[src/rtl/frame_scheduler.sv]
`timescale 1ns/1ps
// frame_scheduler
//   Double-buffered frame sequencer. Each frame asks game logic to advance
//   its tables, resets and then runs the painter into the back buffer, and
//   swaps buffers on the first vsync after the painter finishes. A vsync
//   that arrives with no finished frame is counted as a drop.
//
//   state  | meaning
//   -------+------------------------------------------------------------
//   IDLE   | parked; painter held in reset; leaves when enable is high
//   UPDATE | update_req pulsed on entry; waiting for update_ack
//   START  | painter held in reset for two cycles
//   PAINT  | painter running, framebuffer writes enabled
//   READY  | frame complete, painter held in reset, waiting for vsync
//
// Ports
//   clk_33m          : single clock
//   rst              : asynchronous active-high reset
//   enable           : allows new frames to start
//   vsync            : one-cycle vertical-blank pulse
//   update_req       : one-cycle request to advance sprite/pos tables
//   update_ack       : level, tables stable
//   painter_rst      : painter reset
//   painter_finished : painter done flag
//   write_enable     : gates painter writes
//   write_buffer     : buffer the painter writes
//   display_buffer   : buffer the display reads (always ~write_buffer)
//   frame_count      : completed swaps, wraps
//   drop_count       : vsyncs with no frame ready, saturates
//   busy             : high outside IDLE

module frame_scheduler #(
    parameter int COUNT_WIDTH = 16
) (
    input  logic                   clk_33m,
    input  logic                   rst,
    input  logic                   enable,
    input  logic                   vsync,
    output logic                   update_req,
    input  logic                   update_ack,
    output logic                   painter_rst,
    input  logic                   painter_finished,
    output logic                   write_enable,
    output logic                   write_buffer,
    output logic                   display_buffer,
    output logic [COUNT_WIDTH-1:0] frame_count,
    output logic [COUNT_WIDTH-1:0] drop_count,
    output logic                   busy
);

    typedef enum logic [2:0] {
        S_IDLE   = 3'd0,
        S_UPDATE = 3'd1,
        S_START  = 3'd2,
        S_PAINT  = 3'd3,
        S_READY  = 3'd4
    } state_t;

    localparam logic [COUNT_WIDTH-1:0] CNT_ONE = COUNT_WIDTH'(1);
    // START lasts two cycles: the counter is loaded with 1 and START exits
    // when it reaches zero.
    localparam logic [1:0] START_LOAD = 2'd1;

    state_t     state;
    state_t     state_nxt;
    logic [1:0] start_cnt;
    logic [1:0] start_cnt_nxt;
    logic       paint_armed;
    logic       finish_ok;
    logic       swap;
    logic       drop;

    // The painter's finished flag may still be stale from the previous frame
    // during the first PAINT cycle, so it only counts once PAINT has been
    // occupied for a full cycle.
    assign finish_ok = (state == S_PAINT) && paint_armed && painter_finished;

    assign display_buffer = ~write_buffer;

    always_comb begin
        state_nxt     = state;
        start_cnt_nxt = start_cnt;
        swap          = 1'b0;
        drop          = 1'b0;
        case (state)
            S_IDLE: begin
                drop = vsync;
                if (enable) begin
                    state_nxt = S_UPDATE;
                end
            end
            S_UPDATE: begin
                drop = vsync;
                if (update_ack) begin
                    state_nxt     = S_START;
                    start_cnt_nxt = START_LOAD;
                end
            end
            S_START: begin
                drop = vsync;
                if (start_cnt == 2'd0) begin
                    state_nxt = S_PAINT;
                end else begin
                    start_cnt_nxt = start_cnt - 2'd1;
                end
            end
            S_PAINT: begin
                if (finish_ok) begin
                    if (vsync) begin
                        // finished exactly at vblank: swap now, skip READY
                        swap      = 1'b1;
                        state_nxt = enable ? S_UPDATE : S_IDLE;
                    end else begin
                        state_nxt = S_READY;
                    end
                end else begin
                    drop = vsync;
                end
            end
            S_READY: begin
                if (vsync) begin
                    swap      = 1'b1;
                    state_nxt = enable ? S_UPDATE : S_IDLE;
                end
            end
            default: begin
                state_nxt = S_IDLE;
            end
        endcase
    end

    // Outputs are registered from the next state so they line up exactly
    // with the state register.
    always_ff @(posedge clk_33m or posedge rst) begin
        if (rst) begin
            state        <= S_IDLE;
            start_cnt    <= 2'd0;
            paint_armed  <= 1'b0;
            update_req   <= 1'b0;
            painter_rst  <= 1'b1;
            write_enable <= 1'b0;
            busy         <= 1'b0;
            write_buffer <= 1'b0;
            frame_count  <= '0;
            drop_count   <= '0;
        end else begin
            state        <= state_nxt;
            start_cnt    <= start_cnt_nxt;
            paint_armed  <= (state == S_PAINT);
            update_req   <= (state_nxt == S_UPDATE) && (state != S_UPDATE);
            painter_rst  <= (state_nxt != S_PAINT);
            write_enable <= (state_nxt == S_PAINT);
            busy         <= (state_nxt != S_IDLE);
            if (swap) begin
                write_buffer <= ~write_buffer;
                frame_count  <= frame_count + CNT_ONE;
            end
            if (drop && (drop_count != '1)) begin
                drop_count <= drop_count + CNT_ONE;
            end
        end
    end

endmodule
[config.mk]
export PLATFORM = sky130hd
export DESIGN_NAME = frame_scheduler
export DESIGN_NICKNAME = d
export VERILOG_FILES = /design/src/rtl/frame_scheduler.sv
export SDC_FILE = /design/constraint.sdc
export NUM_CORES = 1
export LEC_CHECK = 0
export CAP_MARGIN = 15
export CORE_MARGIN = 2
export CORE_UTILIZATION = 40
export CTS_BUF_LIST = sky130_fd_sc_hd__clkbuf_4 sky130_fd_sc_hd__clkbuf_8
export CTS_CLUSTER_DIAMETER = 80
export CTS_CLUSTER_SIZE = 8
export DETAILED_ROUTE_END_ITERATION = 8
export SYNTH_ARGS = -nofsm -noshare
export SYNTH_HDL_FRONTEND = slang
export SYNTH_SLANG_ARGS = --single-unit
[constraint.sdc]
create_clock -name clk_33m -period 3.67 [get_ports clk_33m]
set_input_delay 0.734 -clock clk_33m [delete_from_list [all_inputs] [get_ports clk_33m]]
set_output_delay 0.734 -clock clk_33m [all_outputs]
set_load 0.01 [all_outputs]
==> metrics.txt, run 1 <==
status finished clean; setup violators final 0; largest net degree at the start of global routing 23; gpl congestion between 0.7 and 0.8; relative slew slack 0.494; largest family of logic cells by synthesized area simple AND/OR/NAND/NOR gates; global-route wire length before repair 7.25 mm; Setup TNS 0 ps; Slowest-stage cell, CP a32oi_4; clock-pin slew on the worst setup and hold paths around 80 ps; # placed instances about 300; Post-synth EDFFs 0; io pins 44; CP Cell Sequence clkdlybuf4s50_1 > and3_2 > a32oi_4 > mux2_2; register bit count reported by yosys between 40 and 50; total of max-cap violations 0; RSZ-0062 raised after global routing no; TritonCTS Buffers 5; Final min period 2230 ps; total grt overflow 0; design area ~0.0027 mm^2; mux cell area share after synthesis 0.0177; full die area 0.00590 mm^2; Die X about 77 um; Setup crit end kind flop; CP top delay family compound AO/OA/AOI/OAI gates; HP Class flop to flop; clk_lat worst skew a little under 300 ps; syn avg cell area between 10 and 15 um^2; share of cells above drive strength 1 0.119; mapped cell area around 0.0021 mm^2; Synth Net Count 197; commonest non-fill, non-tap cells in the layout 43 x clkdlybuf4s50_1, 42 x dfrtp_1, 18 x xor2_1, 12 x nand3_1, 12 x xnor2_1; Tcrit/Tclk final 0.608; final hold vios 0; vias in the first global route approximately 1500; Setup Fix Bufs, Post-CTS 0; first drt pass iteration count 4; DR vias/cell approximately 5; PwrDens 577 mW/mm^2; Synth Flop Type dfrtp_1; starting density of the core 0.415; CTS resizes 0; Layout Skew about 10 ps; Buf/Inv on CP 1; total number of vias ~1600; crit path DAT about 2400 ps; maximum VDD drop ~250 uV; adder-cell share of the synthesized area 0.0177; Final nets about 240; compound-gate portion of the synthesized area 0.0725; hold buffer count at cts 0; # clock sinks 43; Max stage delay on crit path between 500 and 600 ps; routed len/inst between 10 and 15 um; critical path class primary input to flop; Root Buffer clkbuf_8; Pleak between 1 and 1.5 nW; Syn. warnings 0; initial drt markers between 90 and 100; placed inst area approximately 0.0026 mm^2; core box area ~0.0051 mm^2; Critical Path Fanout Max 17; antenna violations before repair 0; row cnt 26; fmax approximately 0.45 GHz; Synth Instances between 150 and 200; Post-DRT Antenna Nets 0; CTS tree done; residual DRC count 0; Netlist cell types 45; Die Y-Extent a little under 80 um; Synth Area in XOR/XNOR 0.124; Worst Tran Pin Value between 700 and 800 ps; # diodes 0; Finished Layout Cells between 300 and 400; max-slew violation count 0; Seq/Total Area, Yosys 0.508; Data required, critical path between 3000 and 4000 ps; HPWL Detailed between 2 and 3 mm; Power, Total 1.57 mW; PortBufs 43; Global Route Usage Sum 0.152; CP startpoint kind primary input; area grow syn2layout 28.7%; ys async rst share 1.00; Routed WL about 4.2 mm; clk buf depth 2; Final Util 0.535; CTS H-tree lvls 2; Simple-Gate Fraction of Synth Area 0.231; most common cell after layout, fill and taps aside clkdlybuf4s50_1
## routing by layer
layer	vias up	part of all wire	global-route usage
met5	-	0	0
met4	0	0.013	0.0491
met3	9	0.050	0.0400
met2	38	0.46	0.244
met1	754	0.47	0.201
li1	766	-	-
## path summary, 6_finish.rpt
check / startpoint / to / cells after the start / slack, ps
hold / removal: frame_count[15] / frame_count[15] / 1 / 470
setup / recovery: painter_finished / frame_count[1] / 4 / 1440
hold reg to reg: frame_count[15] / frame_count[15] / 1 / 470
max in group asynchronous: rst / drop_count[10] / 3 / 2190
min in group asynchronous: rst / state[2] / 2 / 780
setup reg to reg: state[0] / frame_count[1] / 3 / 1850
## through the flow
stage	hold slack (ps)	setup slack [ps]
after CTS	476	1430
final	472	1440
after global routing	502	1360
after detailed placement	460	1110
after global placement	455	1130
after floorplan	448	1750
## area by class of cell
| class | count | area [um^2] |
|---|---|---|
| Fill cell | 483 | 2380 |
| Sequential cell | 43 | 1080 |
| Multi-Input combinational cell | 132 | 981 |
| Timing Repair Buffer | 44 | 438 |
| Tap cell | 70 | 87.6 |
| Clock buffer | 7 | 83.8 |
| Inverter | 9 | 33.8 |
| Clock inverter | 1 | 30.0 |
## logic make-up after synthesis
kind of cell,after synthesis
simple gates,77
flops,43
xor+xnor,30
compound gates,19
buf+inv,13
mux,3
fa+ha+maj,3
## power by group
group / internal (mW) / switching, mW
clock: 0.218 / 0.154
combinational: 0.269 / 0.229
sequential: 0.580 / 0.125
## registers in the layout, indices dropped and copies added (netlist names), 2 cells and up
register and flops:
drop_count 16, frame_count 16, start_cnt 2, state 3
## synthesized netlist by cell type, types with 2 or more instances
library cell,number,area [um^2]
nand2_1,10,37.5
nor3_1,7,35.0
inv_1,9,33.8
nor4_2,2,25.0
ha_1,3,37.5
a211oi_1,3,22.5
or3_1,2,12.5
and3_1,3,18.8
buf_4,2,15.0
dfrtp_1,42,1050
xnor2_1,12,105
a21oi_1,2,10.0
nor2_1,9,33.8
and4_1,3,26.3
and2_1,3,18.8
nand3_1,12,60.1
o21ai_0,4,20.0
xor2_1,18,158
a31oi_1,2,12.5
nand4_2,2,25.0
mux2_2,2,22.5
nand4_1,10,62.6
o211ai_1,4,30.0
Note: power is estimated with default switching activity, not from simulation.
==> run 2: changes to the inputs <==
==> constraint.sdc (replaced) <==
create_clock -name clk_33m -period 2.2 [get_ports clk_33m]
set_input_delay 0.44 -clock clk_33m [delete_from_list [all_inputs] [get_ports clk_33m]]
set_output_delay 0.44 -clock clk_33m [all_outputs]
set_load 0.01 [all_outputs]
==> metrics.txt, run 2 (synthesis gave the netlist of run 1 again) <==
Setup TNS 0 ps; clock-pin slew on the worst setup and hold paths roughly 80 ps; Setup crit end kind primary output; antenna violations before repair 0; Pleak 1.22 nW; area grow syn2layout 29.8%; biggest regs drop_count (16), frame_count (16), state (3); Layout Skew approximately 5.6 ps; DR vias/cell between 5 and 6; maximum VDD drop 450 uV; # clock sinks 43; Buf/Inv on CP 1; Final nets 245; hold path depth 1; residual DRC count 0; io pins 44; hold buffer count at cts 0; global-route wire length before repair between 7 and 8 mm; PortBufs 43; vias in the first global route 1618; Data required, critical path 1760 ps; Max stage delay on crit path around 590 ps; core box area a little over 0.005 mm^2; total grt overflow 0; clk buf depth 2; HPWL Detailed 2.99 mm; RSZ-0062 raised after global routing no; Final min period 1800 ps; CP startpoint kind flop; Post-DRT Antenna Nets 0; Final Util 0.539; CP top delay family buffers and inverters; largest net degree at the start of global routing 44; fmax between 0.5 and 0.6 GHz; initial drt markers 67; Filler cells around 480; Final WS setup ~400 ps; # diodes 0; Worst Tran Pin Value about 460 ps; Tcrit/Tclk final 0.819; max-slew violation count 0; CTS tree done; Routed WL about 4.3 mm; most common cell after layout, fill and taps aside clkdlybuf4s50_1; HP Class flop to flop; starting density of the core 0.415; setup violators final 0; Setup Fix Bufs, Post-CTS 0; relative slew slack 0.692; Power, Total about 2.6 mW; area of the multi-input gates approximately 980 um^2; gpl congestion ~0.8; flop-to-flop setup slack 490 ps; full die area ~0.006 mm^2; Slowest-stage cell, CP clkdlybuf4s50_1; Critical Path Fanout Max 7; Die X 76.8 um; Worst path depth 1; total number of vias ~1600; row cnt 26; CP Cell Sequence clkdlybuf4s50_1; final hold vios 0; share of cells above drive strength 1 0.122; first drt pass iteration count 4; crit path DAT about 1400 ps; total of max-cap violations 0; status finished clean; worst-case reg-to-reg path depth 4; critical path class flop to primary output; commonest non-fill, non-tap cells in the layout 43 x clkdlybuf4s50_1, 42 x dfrtp_1, 18 x xor2_1, 12 x nand3_1, 12 x xnor2_1; Root Buffer clkbuf_8; pre-CTS setup slack ~130 ps; TritonCTS Buffers 5; CTS resizes 0; CTS H-tree lvls 2; Reg area between 0.001 and 0.0015 mm^2; Die Y-Extent 76.8 um; Global Route Usage Sum 0.157; PwrDens between 900 and 1000 mW/mm^2; clk_lat worst skew 290 ps; routed len/inst 14.0 um
run 2: path summary, 6_finish.rpt:
path / from / end
setup / recovery: frame_count[3] / frame_count[3]
hold / removal: frame_count[15] / frame_count[15]
setup reg to reg: drop_count[3] / drop_count[1]
hold reg to reg: frame_count[15] / frame_count[15]
max in group asynchronous: rst / painter_rst
min in group asynchronous: rst / paint_armed
run 2: cell type report:
class                      count  share of cell area
clock buffer                   8              0.0377
multi-input combinational    132               0.356
sequential                    43               0.391
inverter                       9              0.0123
timing repair buffer          45               0.171
tap                           70              0.0318
run 2: layer usage:
metal  routed length [um]  track usage  vias up
met5                    0            0        -
met4                   44       0.0527        0
met3                  205       0.0388        4
met2                 1940        0.245       38
met1                 2090        0.215      740
li1                     -            -      771
run 2: power breakdown:
| group | internal, mW | switching [mW] | leakage [nW] |
|---|---|---|---|
| sequential | 0.967 | 0.205 | 0.560 |
| combinational | 0.458 | 0.381 | 0.601 |
| clock | 0.299 | 0.265 | 0.0549 |
| total | 1.72 | 0.851 | 1.22 |
run 2: stage by stage:
step / cell area, um^2 / instances / hold slack, ps
after floorplan: 2120 / 188 / 448
final: 2750 / 307 / 470
after CTS: 2750 / 307 / 476
after global routing: 2750 / 307 / 499
after detailed placement: 2650 / 299 / 463
after global placement: 2650 / 299 / 457
==> variant 1: new RTL, flow settings as in run 2 <==
Change the parameter `COUNT_WIDTH` from 16 to 12.
--- a/src/rtl/frame_scheduler.sv
+++ b/src/rtl/frame_scheduler.sv
@@ -31,5 +31,5 @@
 
 module frame_scheduler #(
-    parameter int COUNT_WIDTH = 16
+    parameter int COUNT_WIDTH = 12
 ) (
     input  logic                   clk_33m,
Ports: changed (resized drop_count and frame_count); port bits go from 44 to 36. The function was not compared with the original's and may differ.
==> variant 1 against run 2 <==
Wire length down 18%; via count decreased by 13%; synthesized area fell by 19%; power fell by 8.0%; setup slack improved by 0.044 ns; final area down 18%; sequential cell count down 8; sequential power shrank 11%; synthesized cell count is 16% lower; worst hold slack improved by 0.031 ns; sequential share of layout area is 0.24 points lower.
==> variant 1: results (changes against run 2) <==
| Metric | Value |
|---|---|
| Status | `finished, final reports clean` |
| Synth warn | `0 (unchanged)` |
| Met1 Wirelength | `1672 µm (-20%)` |
| Ys flop type | `dfrtp_1` |
| Critical-path top delay cell | `dfstp_2` |
| Lkg Pwr | `0.9811 nW (-19%)` |
| Beginning of the worst hold path | `frame_count[11]$_DFFE_PP0P_` |
| Synth area leaders | `dfrtp_1, xnor2_1, xor2_1` |
| Max Used Layer | `met4` |
| Worst VDD drop | `0.4115 mV (-8.6%)` |
| Metal3 WL | `171 µm (-17%)` |
| DPL Wire Length | `2523 µm (-16%)` |
| Post-synthesis sequential area ratio | `0.5094 (+0.001783)` |
| Met2 wire length | `1618 µm (-17%)` |
| Wire length of the first global-routing pass | `6216 µm (-18%)` |
| Number of global-route vias before repair | `1270 (-22%)` |
| Synth Area in Compound Gates | `0.06541 (-0.007117)` |
| Gpl congestion | `0.7754 (-2.6%)` |
| Fraction of layout cells with a size suffix above 1 | `0.1268 (+0.004466)` |
| Avg WL per Cell | `13.76 µm (-1.4%)` |
| CP top delay family | `flip-flops` |
| Worst slew margin | `0.6951 (+0.003202)` |
| Regs by FF count | `drop_count: 12 flops, frame_count: 12 flops, state: 3 flops` |
| Nets@finish | `213 (-13%)` |
| Worst clock skew | `0.006794 ns (+0.001233 ns)` |
| Largest net degree at the start of global routing | `36 (-18%)` |
| Adder-Cell Fraction of Synth Area | `0.02180 (+0.004114)` |
| Reg2reg start | `state[1]$_DFF_PP0_` |
| Syn_nets | `167 (-15%)` |
| Top cells by instance count after synthesis | `dfrtp_1, xnor2_1, inv_1, nand2_1, nand3_1` |
| Slowest cell delay on critical path | `0.52 ns (-0.07 ns)` |
| Vias | `1352 (-13%)` |
| Synth cell types | `36 (-20%)` |
| Iter 0 DRT Violations | `59 (-12%)` |
| Post-Synth XOR/XNOR Area | `0.1119 (-0.01190)` |
| Critical path fanouts, max | `1 (-6)` |
| Post-synthesis mux area share | `0.02471 (+0.007021)` |
| I/O Buffers | `35 (-19%)` |
[variant 1: cell count changes in the layout (fill, tap and decap cells not counted), moves of 4 or more]
cell | before | now
dfrtp_1 | 42 | 34
buf_4 | 0 | 8
o211ai_1 | 4 | 0
xor2_1 | 18 | 8
clkdlybuf4s50_1 | 43 | 35
o21ai_0 | 4 | 0
[variant 1: worst reg2reg max path: cells and delay by family (launching register included)]
family                    cells  cell delay [ns]
and+or+nand+nor               2             0.70
DFF                           1             0.62
AOI/OAI and AO/OA             1             0.17
xor gates and xnor gates      1             0.16
[variant 1: cell families (layout without fill, tap and decap cells)]
logic type                 Yosys count  count (layout)
AOI/OAI and AO/OA                   14              14
xor gates and xnor gates            22              22
adders and majority gates            3               3
buffers and inverters               14              61
DFF                                 35              35
muxes                                4               4
and+or+nand+nor                     66              66
[variant 1: cell type report]
type | count | area, µm²
Clock buffer | 7 | 83.83
Clock inverter | 1 | 5.005
Fill cell | 348 | 1802
Inverter | 10 | 37.54
Multi-Input combinational cell | 109 | 779.5
Sequential cell | 35 | 877.1
Tap cell | 50 | 62.56
Timing Repair Buffer | 43 | 410.4
[variant 1: path summary, 6_finish.rpt]
path	to	slack, ns	cells after the start
worst max-delay path	painter_rst	0.44	1
worst min-delay path	frame_count[11]$_DFFE_PP0P_	0.50	1
worst max register to register	frame_count[7]$_DFFE_PP0P_	0.48	4
worst min register to register	frame_count[11]$_DFFE_PP0P_	0.50	1
max in group asynchronous	painter_rst$_DFF_PP1_	1.31	3
min in group asynchronous	drop_count[2]$_DFFE_PP0P_	0.55	3
[variant 1: report_power, final]
| group | leakage, nW | internal, mW | switching (mW) | total [mW] |
|---|---|---|---|---|
| Combinational | 0.490 | 0.502 | 0.361 | 0.863 |
| Sequential | 0.442 | 0.818 | 0.218 | 1.04 |
| Clock | 0.0491 | 0.247 | 0.223 | 0.470 |
| Total | 0.981 | 1.57 | 0.802 | 2.37 |
[variant 1: metal layers]
layer / vias up / global-route usage
met5: - / 0
met4: 0 / 0.05664
met3: 5 / 0.05087
met2: 39 / 0.2286
met1: 655 / 0.2269
li1: 653 / -
[variant 1: per-stage QoR]
step           cell area, µm²  utilization  setup slack (ns)  total power, mW  std cells
5_1_grt                  2256       0.5560            0.3400            2.548        255
3_5_place_dp             2167       0.5341            0.1878            1.924        247
4_1_cts                  2256       0.5560            0.4268            2.398        255
3_3_place_gp             2167       0.5341            0.1915            1.886        247
2_1_floorplan            1722            -            0.5241            1.516        158
6_report                 2256       0.5560            0.4422            2.369        255
==> variant 2: new RTL, flow settings as in run 2 <==
Made on the original files. Put one more register stage on the output `frame_count`, without a reset. The value now appears one clock later. The other outputs are not delayed to match.
--- a/src/rtl/frame_scheduler.sv
+++ b/src/rtl/frame_scheduler.sv
@@ -61,4 +61,6 @@
     // when it reaches zero.
     localparam logic [1:0] START_LOAD = 2'd1;
+
+    logic [COUNT_WIDTH-1:0] frame_count_s0;
 
     state_t     state;
@@ -142,5 +144,5 @@
             busy         <= 1'b0;
             write_buffer <= 1'b0;
-            frame_count  <= '0;
+            frame_count_s0 <= '0;
             drop_count   <= '0;
         end else begin
@@ -154,5 +156,5 @@
             if (swap) begin
                 write_buffer <= ~write_buffer;
-                frame_count  <= frame_count + CNT_ONE;
+                frame_count_s0 <= frame_count_s0 + CNT_ONE;
             end
             if (drop && (drop_count != '1)) begin
@@ -162,3 +164,7 @@
     end
 
+    always_ff @(posedge clk_33m) begin
+        frame_count <= frame_count_s0;
+    end
+
 endmodule
Behaviour: not the same (a bounded check fails within 10 cycles, from zero or initial values and one cycle with rst high).
==> variant 2 against run 2 <==
Synthesized area rose by 18%; count of clock-buffer cells in the layout rose by 6; via count rose by 12%; wire length rose by 9.4%; final area rose by 17%; power rose by 29%; maximum frequency fell by 0.88%; register-to-register slack got worse by 0.04 ns; setup slack got worse by 0.016 ns; sequential cell count rose by 16; critical endpoint is now painter_rst; largest power group unchanged.
==> variant 2: results (changes against run 2) <==
| Metric | Value |
|---|---|
| Syn_nets | `220 (+12%)` |
| Clock slew at reported path FFs | `0.07 ns` |
| Fraction of layout cells with a size suffix above 1 | `0.1413 (+0.01890)` |
| Fill count | `537 (+13%)` |
| DP Area | `0.003027 mm² (+14%)` |
| Dpl cells | `328 (+9.7%)` |
| Iter 0 DRT Violations | `61 (-9.0%)` |
| Worst Path Arrival | `1.38 ns (+0.02 ns)` |
| Reg2reg start | `drop_count[0]$_DFFE_PP0P_` |
| Non-filler cells, final | `344 (+12%)` |
| Post-synthesis sequential area ratio | `0.5602 (+0.05252)` |
| DPL Wire Length | `3171 µm (+6.0%)` |
| CTS sink count | `59 (+37%)` |
| Asr flop ratio synth | `0.7288 (-0.2712)` |
| Worst VDD drop | `0.6172 mV (+37%)` |
| I/O Buffers | `43 (unchanged)` |
| Post-Place Worst Slack | `0.1136 ns (-0.01221 ns)` |
| Worst slew margin | `0.6393 (-0.05255)` |
| GRT Util Overall | `0.1507 (-0.006569)` |
| Wire length of the first global-routing pass | `8217 µm (+8.6%)` |
| Via density | `5.047 (-0.24%)` |
| Status | `finished, final reports clean` |
| CTS root buf | `clkbuf_8` |
| Lkg Pwr | `1.405 nW (+16%)` |
| Largest net degree at the start of global routing | `44 (unchanged)` |
| Beginning of the worst hold path | `frame_count_s0[15]$_DFFE_PP0P_` |
| Worst Hold Class | `register to register` |
| Number of global-route vias before repair | `1796 (+11%)` |
| Launch point of the worst path | `painter_rst$_DFF_PP1_` |
| Total Routed Length | `4688 µm (+9.4%)` |
| H-tree depth | `3 (+1)` |
| Critical-path top delay cell | `dfstp_2` |
| Synth Instances | `211 (+12%)` |
| CP top delay family | `flip-flops` |
| Critical path fanouts, max | `1 (-6)` |
| Max Slew Vio Count | `0 (unchanged)` |
| Clock network latency to the later pin of the worst-skew pair | `0.34 ns (+0.05 ns)` |
| Slowest cell delay on critical path | `0.52 ns (-0.07 ns)` |
| Number of setup buffers added after CTS | `0 (unchanged)` |
| Synth area leaders | `dfrtp_1, dfxtp_1, xor2_1` |
| Regs by FF count | `drop_count: 16 flops, frame_count: 16 flops, frame_count_s0: 16 flops` |
| Top cells by instance count after synthesis | `dfrtp_1, xor2_1, dfxtp_1, nand2_1, inv_1` |
| Nets@finish | `273 (+11%)` |
| Num CTS Buffers | `9 (+4)` |
| Gpl congestion | `0.7348 (-7.7%)` |
| Worst clock skew | `0.008054 ns (+0.002493 ns)` |
-- variant 2: cell count changes after synthesis, sizes merged, moves of 3 or more --
cell	run 2	this run
o21ai	4	0
nor4	4	7
a2111oi	1	5
dfxtp	0	16
nand2	10	14
nor3b	1	4
o211ai	4	0
nor4b	0	3
-- variant 2: metrics by stage --
stage	total power, mW	util	hold WS (ns)
detailed placement	2.427	0.5052	0.3808
global route	3.536	0.5370	0.4089
CTS	3.363	0.5370	0.3939
floorplan	2.029	-	0.3455
global placement	2.417	0.5052	0.3774
finish	3.317	0.5370	0.3937
-- variant 2: kinds of logic after synthesis --
logic type	after synthesis	share of synthesized area
simple gates	83	0.2212
flops	59	0.5602
xor+xnor	29	0.1018
compound gates	17	0.06018
buf+inv	17	0.02858
mux	3	0.01304
fa+ha+maj	3	0.01505
-- variant 2: area by class of cell --
cell class                 instances  share of cell area
sequential                        59              0.4345
multi-input combinational        135              0.3189
timing repair buffer              48              0.1455
clock buffer                      14             0.05601
tap                               75             0.02917
inverter                          11             0.01284
clock inverter                     2            0.003112
-- variant 2: worst paths after layout --
path | end | cells after the start | slack [ns]
hold / removal | frame_count[15]$_DFF_P_ | 0 | 0.39
max in group asynchronous | frame_count_s0[1]$_DFFE_PP0P_ | 3 | 1.28
setup / recovery | painter_rst | 1 | 0.38
min in group asynchronous | drop_count[14]$_DFFE_PP0P_ | 3 | 0.55
hold reg to reg | frame_count[15]$_DFF_P_ | 0 | 0.39
setup reg to reg | drop_count[14]$_DFFE_PP0P_ | 5 | 0.45
-- variant 2: routing by layer --
metal | track usage | vias up | part of all wire
li1 | - | 861 | -
met3 | 0.07555 | 7 | 0.052
met5 | 0 | - | 0
met1 | 0.1797 | 828 | 0.46
met4 | 0.05961 | 0 | 0.019
met2 | 0.2324 | 40 | 0.46
-- variant 2: power by group --
part	total, mW	internal (mW)	leakage (nW)	switching (mW)
Clock	0.919	0.523	0.103	0.396
Combinational	0.884	0.477	0.629	0.407
Sequential	1.51	1.28	0.673	0.232
Total	3.32	2.28	1.41	1.03
